`src/rtl/ecc_apb_pkg.sv`:
```
// Shared constants and types for the EncDec ECC APB write initiator.
// Register map, opcodes, width codes, FSM states and sequence index.
package ecc_apb_pkg;

    localparam logic [7:0] OFF_CTRL     = 8'h00;
    localparam logic [7:0] OFF_DATA_IN  = 8'h04;
    localparam logic [7:0] OFF_CW_WIDTH = 8'h08;
    localparam logic [7:0] OFF_NOISE    = 8'h0C;

    localparam logic [1:0] OP_ENC  = 2'b00;
    localparam logic [1:0] OP_DEC  = 2'b01;
    localparam logic [1:0] OP_FULL = 2'b10;

    localparam logic [1:0] W_8  = 2'b00;
    localparam logic [1:0] W_16 = 2'b01;
    localparam logic [1:0] W_32 = 2'b10;

    typedef enum logic [2:0] {
        S_IDLE,
        S_SETUP,
        S_ACCESS,
        S_WAIT_DONE,
        S_RESP
    } state_t;

    typedef logic [1:0] reg_idx_t;

    // CTRL is last: writing it starts the slave
    localparam reg_idx_t IDX_WIDTH = 2'd0;
    localparam reg_idx_t IDX_DATA  = 2'd1;
    localparam reg_idx_t IDX_NOISE = 2'd2;
    localparam reg_idx_t IDX_CTRL  = 2'd3;

endpackage

```
`src/rtl/apb_seq_rom.sv`:
```
// Maps a write-sequence index to its APB address and write data.
// Purely combinational; the caller selects the command source.
import ecc_apb_pkg::*;

module apb_seq_rom #(
    parameter int          AW        = 20,
    parameter int          DW        = 32,
    parameter int unsigned BASE_ADDR = 0
) (
    input  reg_idx_t        idx_i,
    input  logic [1:0]      op_i,
    input  logic [1:0]      width_i,
    input  logic [DW-1:0]   data_i,
    input  logic [DW-1:0]   noise_i,
    output logic [AW-1:0]   addr_o,
    output logic [DW-1:0]   wdata_o
);

    logic [7:0] off;

    always_comb begin
        off     = '0;
        wdata_o = '0;
        unique case (idx_i)
            IDX_WIDTH: begin
                off     = OFF_CW_WIDTH;
                wdata_o = DW'(width_i);
            end
            IDX_DATA: begin
                off     = OFF_DATA_IN;
                wdata_o = data_i;
            end
            IDX_NOISE: begin
                off     = OFF_NOISE;
                wdata_o = noise_i;
            end
            IDX_CTRL: begin
                off     = OFF_CTRL;
                wdata_o = DW'(op_i);
            end
        endcase
        addr_o = AW'(BASE_ADDR + 32'(off));
    end

endmodule

```
`src/rtl/ecc_apb_master.sv`:
```
// APB write initiator for the EncDec ECC slave: programs four registers,
// waits for operation_done (or a timeout) and returns a response.
import ecc_apb_pkg::*;

module ecc_apb_master #(
    parameter int          AMBA_ADDR_WIDTH = 20,
    parameter int          AMBA_WORD       = 32,
    parameter int          DATA_WIDTH      = 32,
    parameter int unsigned BASE_ADDR       = 0,
    parameter int          TIMEOUT_CYCLES  = 16
) (
    input  logic                       clk,
    input  logic                       rst,
    input  logic                       cmd_valid,
    output logic                       cmd_ready,
    input  logic [1:0]                 cmd_op,
    input  logic [1:0]                 cmd_width,
    input  logic [AMBA_WORD-1:0]       cmd_data,
    input  logic [AMBA_WORD-1:0]       cmd_noise,
    output logic [AMBA_ADDR_WIDTH-1:0] PADDR,
    output logic [AMBA_WORD-1:0]       PWDATA,
    output logic                       PSEL,
    output logic                       PENABLE,
    output logic                       PWRITE,
    input  logic [AMBA_WORD-1:0]       PRDATA,
    input  logic                       operation_done,
    input  logic [DATA_WIDTH-1:0]      data_out,
    input  logic [1:0]                 num_of_errors,
    output logic                       rsp_valid,
    input  logic                       rsp_ready,
    output logic [DATA_WIDTH-1:0]      rsp_data,
    output logic [1:0]                 rsp_errors,
    output logic                       rsp_timeout
);

    localparam int CW = $clog2(TIMEOUT_CYCLES + 1);

    state_t                       state_q;
    reg_idx_t                     idx_q;
    reg_idx_t                     idx_d;
    logic [CW-1:0]                cnt_q;
    logic [1:0]                   op_q;
    logic [1:0]                   width_q;
    logic [AMBA_WORD-1:0]         data_q;
    logic [AMBA_WORD-1:0]         noise_q;
    logic                         cmd_ready_q;
    logic [AMBA_ADDR_WIDTH-1:0]   paddr_q;
    logic [AMBA_WORD-1:0]         pwdata_q;
    logic                         psel_q;
    logic                         penable_q;
    logic                         pwrite_q;
    logic                         rsp_valid_q;
    logic [DATA_WIDTH-1:0]        rsp_data_q;
    logic [1:0]                   rsp_errors_q;
    logic                         rsp_timeout_q;

    logic [1:0]                   rom_op;
    logic [1:0]                   rom_width;
    logic [AMBA_WORD-1:0]         rom_data;
    logic [AMBA_WORD-1:0]         rom_noise;
    logic [AMBA_ADDR_WIDTH-1:0]   rom_addr;
    logic [AMBA_WORD-1:0]         rom_wdata;
    logic                         prdata_unused;

    assign prdata_unused = ^PRDATA;

    // In IDLE the first register is loaded straight from the command port
    always_comb begin
        idx_d     = (state_q == S_IDLE) ? IDX_WIDTH : idx_q + 2'd1;
        rom_op    = (state_q == S_IDLE) ? cmd_op    : op_q;
        rom_width = (state_q == S_IDLE) ? cmd_width : width_q;
        rom_data  = (state_q == S_IDLE) ? cmd_data  : data_q;
        rom_noise = (state_q == S_IDLE) ? cmd_noise : noise_q;
    end

    apb_seq_rom #(
        .AW        (AMBA_ADDR_WIDTH),
        .DW        (AMBA_WORD),
        .BASE_ADDR (BASE_ADDR)
    ) u_rom (
        .idx_i   (idx_d),
        .op_i    (rom_op),
        .width_i (rom_width),
        .data_i  (rom_data),
        .noise_i (rom_noise),
        .addr_o  (rom_addr),
        .wdata_o (rom_wdata)
    );

    always_ff @(posedge clk) begin
        if (!rst) begin
            state_q       <= S_IDLE;
            idx_q         <= IDX_WIDTH;
            cnt_q         <= '0;
            op_q          <= '0;
            width_q       <= '0;
            data_q        <= '0;
            noise_q       <= '0;
            cmd_ready_q   <= 1'b1;
            paddr_q       <= '0;
            pwdata_q      <= '0;
            psel_q        <= 1'b0;
            penable_q     <= 1'b0;
            pwrite_q      <= 1'b0;
            rsp_valid_q   <= 1'b0;
            rsp_data_q    <= '0;
            rsp_errors_q  <= '0;
            rsp_timeout_q <= 1'b0;
        end else begin
            unique case (state_q)
                S_IDLE: begin
                    if (cmd_valid) begin
                        op_q        <= cmd_op;
                        width_q     <= cmd_width;
                        data_q      <= cmd_data;
                        noise_q     <= cmd_noise;
                        idx_q       <= idx_d;
                        cmd_ready_q <= 1'b0;
                        psel_q      <= 1'b1;
                        penable_q   <= 1'b0;
                        pwrite_q    <= 1'b1;
                        paddr_q     <= rom_addr;
                        pwdata_q    <= rom_wdata;
                        state_q     <= S_SETUP;
                    end
                end
                S_SETUP: begin
                    penable_q <= 1'b1;
                    state_q   <= S_ACCESS;
                end
                S_ACCESS: begin
                    if (idx_q == IDX_CTRL) begin
                        psel_q    <= 1'b0;
                        penable_q <= 1'b0;
                        pwrite_q  <= 1'b0;
                        paddr_q   <= '0;
                        pwdata_q  <= '0;
                        cnt_q     <= '0;
                        state_q   <= S_WAIT_DONE;
                    end else begin
                        idx_q     <= idx_d;
                        penable_q <= 1'b0;
                        paddr_q   <= rom_addr;
                        pwdata_q  <= rom_wdata;
                        state_q   <= S_SETUP;
                    end
                end
                S_WAIT_DONE: begin
                    if (operation_done) begin
                        rsp_data_q    <= data_out;
                        rsp_errors_q  <= num_of_errors;
                        rsp_timeout_q <= 1'b0;
                        rsp_valid_q   <= 1'b1;
                        state_q       <= S_RESP;
                    end else if (cnt_q == CW'(TIMEOUT_CYCLES)) begin
                        rsp_data_q    <= '0;
                        rsp_errors_q  <= '0;
                        rsp_timeout_q <= 1'b1;
                        rsp_valid_q   <= 1'b1;
                        state_q       <= S_RESP;
                    end else begin
                        cnt_q <= cnt_q + 1'b1;
                    end
                end
                S_RESP: begin
                    if (rsp_ready) begin
                        rsp_valid_q <= 1'b0;
                        cmd_ready_q <= 1'b1;
                        state_q     <= S_IDLE;
                    end
                end
                default: state_q <= S_IDLE;
            endcase
        end
    end

    assign cmd_ready   = cmd_ready_q;
    assign PADDR       = paddr_q;
    assign PWDATA      = pwdata_q;
    assign PSEL        = psel_q;
    assign PENABLE     = penable_q;
    assign PWRITE      = pwrite_q;
    assign rsp_valid   = rsp_valid_q;
    assign rsp_data    = rsp_data_q;
    assign rsp_errors  = rsp_errors_q;
    assign rsp_timeout = rsp_timeout_q;

endmodule
```
`config.mk`:
```
export PLATFORM = sky130hd
export DESIGN_NAME = ecc_apb_master
export DESIGN_NICKNAME = d
export VERILOG_FILES = /design/src/rtl/ecc_apb_pkg.sv /design/src/rtl/apb_seq_rom.sv /design/src/rtl/ecc_apb_master.sv
export SDC_FILE = /design/constraint.sdc
export NUM_CORES = 1
export LEC_CHECK = 0
export CAP_MARGIN = 20
export CORE_UTILIZATION = 41
export CTS_BUF_LIST = sky130_fd_sc_hd__clkbuf_16
export DETAILED_ROUTE_END_ITERATION = 10
export GPL_TIMING_DRIVEN = 0
export PLACE_DENSITY = 0.77
export SYNTH_ARGS = -nofsm -noshare
export SYNTH_HDL_FRONTEND = slang
export SYNTH_SLANG_ARGS = --single-unit
```
`constraint.sdc`:
```
create_clock -name clk -period 2.09 [get_ports clk]
set_input_delay 0.209 -clock clk [delete_from_list [all_inputs] [get_ports clk]]
set_output_delay 0.209 -clock clk [all_outputs]
set_load 0.01 [all_outputs]
```
==> metrics.md <==
| Metric | Value |
|---|---|
| # placed instances | `1135` |
| First-pass GRT wire length | `29800 µm` |
| Rows | `45` |
| Post-route cell area | `9390 µm²` |
| Setup crit end kind | `flop` |
| Cell-internal power | `5.54 mW` |
| Detailed Routing Iterations Pass 1 | `5` |
| Worst Skew | `0.00588 ns` |
| Switching power | `1.83 mW` |
| Max-Cap Viols | `0` |
| Critical Path RT | `2.38 ns` |
| Crit Path Max Fanout | `10` |
| Io pins | `231` |
| CTS tree | `done` |
| Worst skew pair latency | `0.43 ns` |
| Register bit total from synthesis | `151` |
| Crit-path most repeated cell | `buf_4` |
| Vias per cell | `5.19` |
| Total power | `7.36 mW` |
| Slowest stage cell, crit path | `mux2_2` |
| Crit share post-route | `97.7%` |
| Post-layout min period | `2.04 ns` |
| Peak supply drop | `0.616 mV` |
| HP Class | `in2reg` |
| Outcome | `finished clean` |
| Initial drt markers | `466` |
| All-Layer GR Usage | `23.6%` |
| Synth warn | `0` |
| GPL Wtd Cong | `0.795` |
| FMAX | `490 MHz` |
| Initial Utilization | `42.5%` |
| Core Area | `15400 µm²` |
| Critical setup path kind | `reg2reg` |
| Final WL | `18900 µm` |
| Register clock-pin slew on the reported worst setup and hold paths | `0.06 ns` |
| WL/cell | `16.2 µm` |
| Largest net degree at the start of global routing | `17` |
| Cell variety after synth | `43` |
| Fin nets | `1089` |
| Post-Syn Instances | `727` |
| Delay of the slowest critical-path stage | `0.38 ns` |
| Final Max Slew Viols | `0` |
| HPWL Detailed | `13300 µm` |
| Vias | `6051` |
| Share of post-route cells with drive strength above 1 | `17.6%` |
| Residual DRC | `0` |
| Final cell count without fillers | `1167` |
| Sequential power share | `41.5%` |
| P_leak | `3.52 nW` |
| Syn_area_per_cell | `8.99 µm²` |
| Clock Path Buffers | `2` |
| Root Driver | `clkbuf_16` |
| Relative slew slack | `57.4%` |
| Die area | `16400 µm²` |
| Asr flop ratio synth | `0%` |
| Clk network pwr share | `43.6%` |
| Placed cell area | `8660 µm²` |
| Switching fraction of total power | `24.8%` |
| Hold_buf cts | `0` |
| Port bufs | `180` |
| Clock Sinks | `151` |
| Slew @ Worst Pin | `0.633 ns` |
| Predominant post-synthesis flop cell | `dfxtp_1` |
| GR Overflow Total | `0` |
| Area growth, synth to finish | `43.7%` |
| Die X | `128 µm` |
| Register area share after synthesis | `46.3%` |
| Worst Setup Start Kind | `flop` |
| # setup viols final | `0` |
| Chip Height | `128 µm` |
| Final hold violation count | `0` |
| CP Cell Sequence | `buf_4 > nor3_4 > buf_4 > buf_4 > mux2_2 > a211oi_2 > o22ai_1` |
| CTS Buf Count | `17` |
| Power Density | `784 nW/µm²` |
| Initial antenna violation count | `0` |
| H-Tree Depth | `4` |
| Arr. time, crit path | `2.33 ns` |
| Number of enable flip-flop cells after synthesis | `0` |
| Vias in the first global route | `5970` |
| Post-route ant nets | `0` |
| Logic pwr share | `15.0%` |
| Post-Syn Area | `6540 µm²` |
## state kept, by name, indices dropped and copies added, names as in the netlist
register,flops
cnt_q,5
data_q,32
PWDATA,32
rsp_timeout,1
rsp_valid,1
state_q,3
PADDR,2
cmd_ready,1
noise_q,32
idx_q,2
width_q,2
rsp_errors,2
op_q,2
rsp_data,32
PWRITE,1
PENABLE,1
## cells in the mapped netlist, types with 2 or more instances
master | instances | share of area (%)
nor2_1 | 43 | 2.5
inv_1 | 10 | 0.57
o2bb2ai_1 | 30 | 4.0
nand2b_1 | 2 | 0.19
mux2_2 | 64 | 11
o21ai_0 | 6 | 0.46
a32oi_1 | 2 | 0.27
a211oi_1 | 2 | 0.23
nor3_1 | 2 | 0.15
ha_1 | 7 | 1.3
buf_4 | 23 | 2.6
or3_1 | 4 | 0.38
nand3_1 | 2 | 0.15
and2_1 | 4 | 0.38
a22oi_1 | 66 | 7.6
clkbuf_1 | 30 | 1.7
nand2_1 | 149 | 8.6
mux2i_1 | 5 | 0.77
buf_2 | 23 | 1.8
o22ai_1 | 3 | 0.29
dfxtp_1 | 151 | 46
a21oi_1 | 78 | 6.0
## cells by family after synthesis
group	count (synthesis)	synth area share [%]
other cells	1	0.0574
simple gates	214	13.6
mux	69	11.8
xor+xnor	1	0.134
flops	151	46.3
buf+inv	88	6.82
compound gates	196	20.0
fa+ha+maj	7	1.34
## cells in the final DEF (no fill, tap or decap), types with 3 or more instances in the layout
cell,Yosys,final
conb_1,1,18
clkbuf_1,30,20
ha_2,0,3
bufinv_16,0,4
clkdlybuf4s50_1,0,180
clkbuf_16,0,17
a21oi_1,78,78
a22oi_1,66,62
inv_1,10,11
dfxtp_1,151,151
mux2i_1,5,5
mux2_2,64,64
and2_1,4,4
a22oi_2,0,4
nand2_1,149,149
o2bb2ai_1,30,29
nor2_1,43,42
clkbuf_2,0,3
or3_1,4,3
o21ai_0,6,6
clkbuf_4,0,9
buf_4,23,29
ha_1,7,4
buf_2,23,15
o22ai_1,3,3
## critical path, delay by kind of cell (launching register included)
family                 cells  cell delay, ns
buffers and inverters      3            0.60
flip-flops                 1            0.30
AO/OA/AOI/OAI              2            0.36
multiplexers               1            0.38
AND/OR/NAND/NOR            1            0.26
## power groups by stage
stage	logic (mW)	clock network [mW]	registers, mW
4_1_cts	1.08	3.25	3.05
2_1_floorplan	0.596	0	3.11
5_1_grt	1.20	3.35	3.06
6_report	1.10	3.21	3.05
3_3_place_gp	1.04	0	3.11
3_5_place_dp	1.05	0	3.11
## routing by layer
| layer | track usage [%] | share of wire [%] |
|---|---|---|
| met5 | 0 | 0 |
| met4 | 9.13 | 1.7 |
| met3 | 7.60 | 8.1 |
| met2 | 39.5 | 47 |
| met1 | 28.0 | 44 |
## through the flow
stage,TNS (ns),setup slack (ns),util [%],hold WS [ns]
finish,0,0.0489,61.1,0.352
floorplan,0,0.0663,-,0.345
detailed placement,-16.47,-0.556,56.4,0.445
global route,-0.00183,-0.00183,61.1,0.367
CTS,0,0.0336,60.7,0.336
global placement,-15.57,-0.528,56.4,0.436
## path summary, 6_finish.rpt
path / slack, ns / to / startpoint / depth (start not counted)
max: 0.05 / PWDATA[1] / state_q[2] / 7
min: 0.35 / noise_q[19] / cmd_noise[19] / 3
max reg2reg: 0.05 / PWDATA[1] / state_q[2] / 7
min reg2reg: 0.45 / data_q[29] / data_q[29] / 2
## what timing repair did
item,4_1_cts,5_1_grt
setup buffers,2,0
endpoints found under the setup margin,43,50
resized for setup,19,24
pin swaps,1,1
## area by class of cell
type	count	area (µm²)
Antenna cell	1	2.50
Buffer	75	447
Clock buffer	17	425
Clock inverter	14	183
Fill cell	1292	5980
Inverter	11	41.3
Multi-Input combinational cell	505	3190
Sequential cell	151	3020
Tap cell	211	264
Timing Repair Buffer	182	1820
No activity file was read; power rests on OpenSTA's default activity.
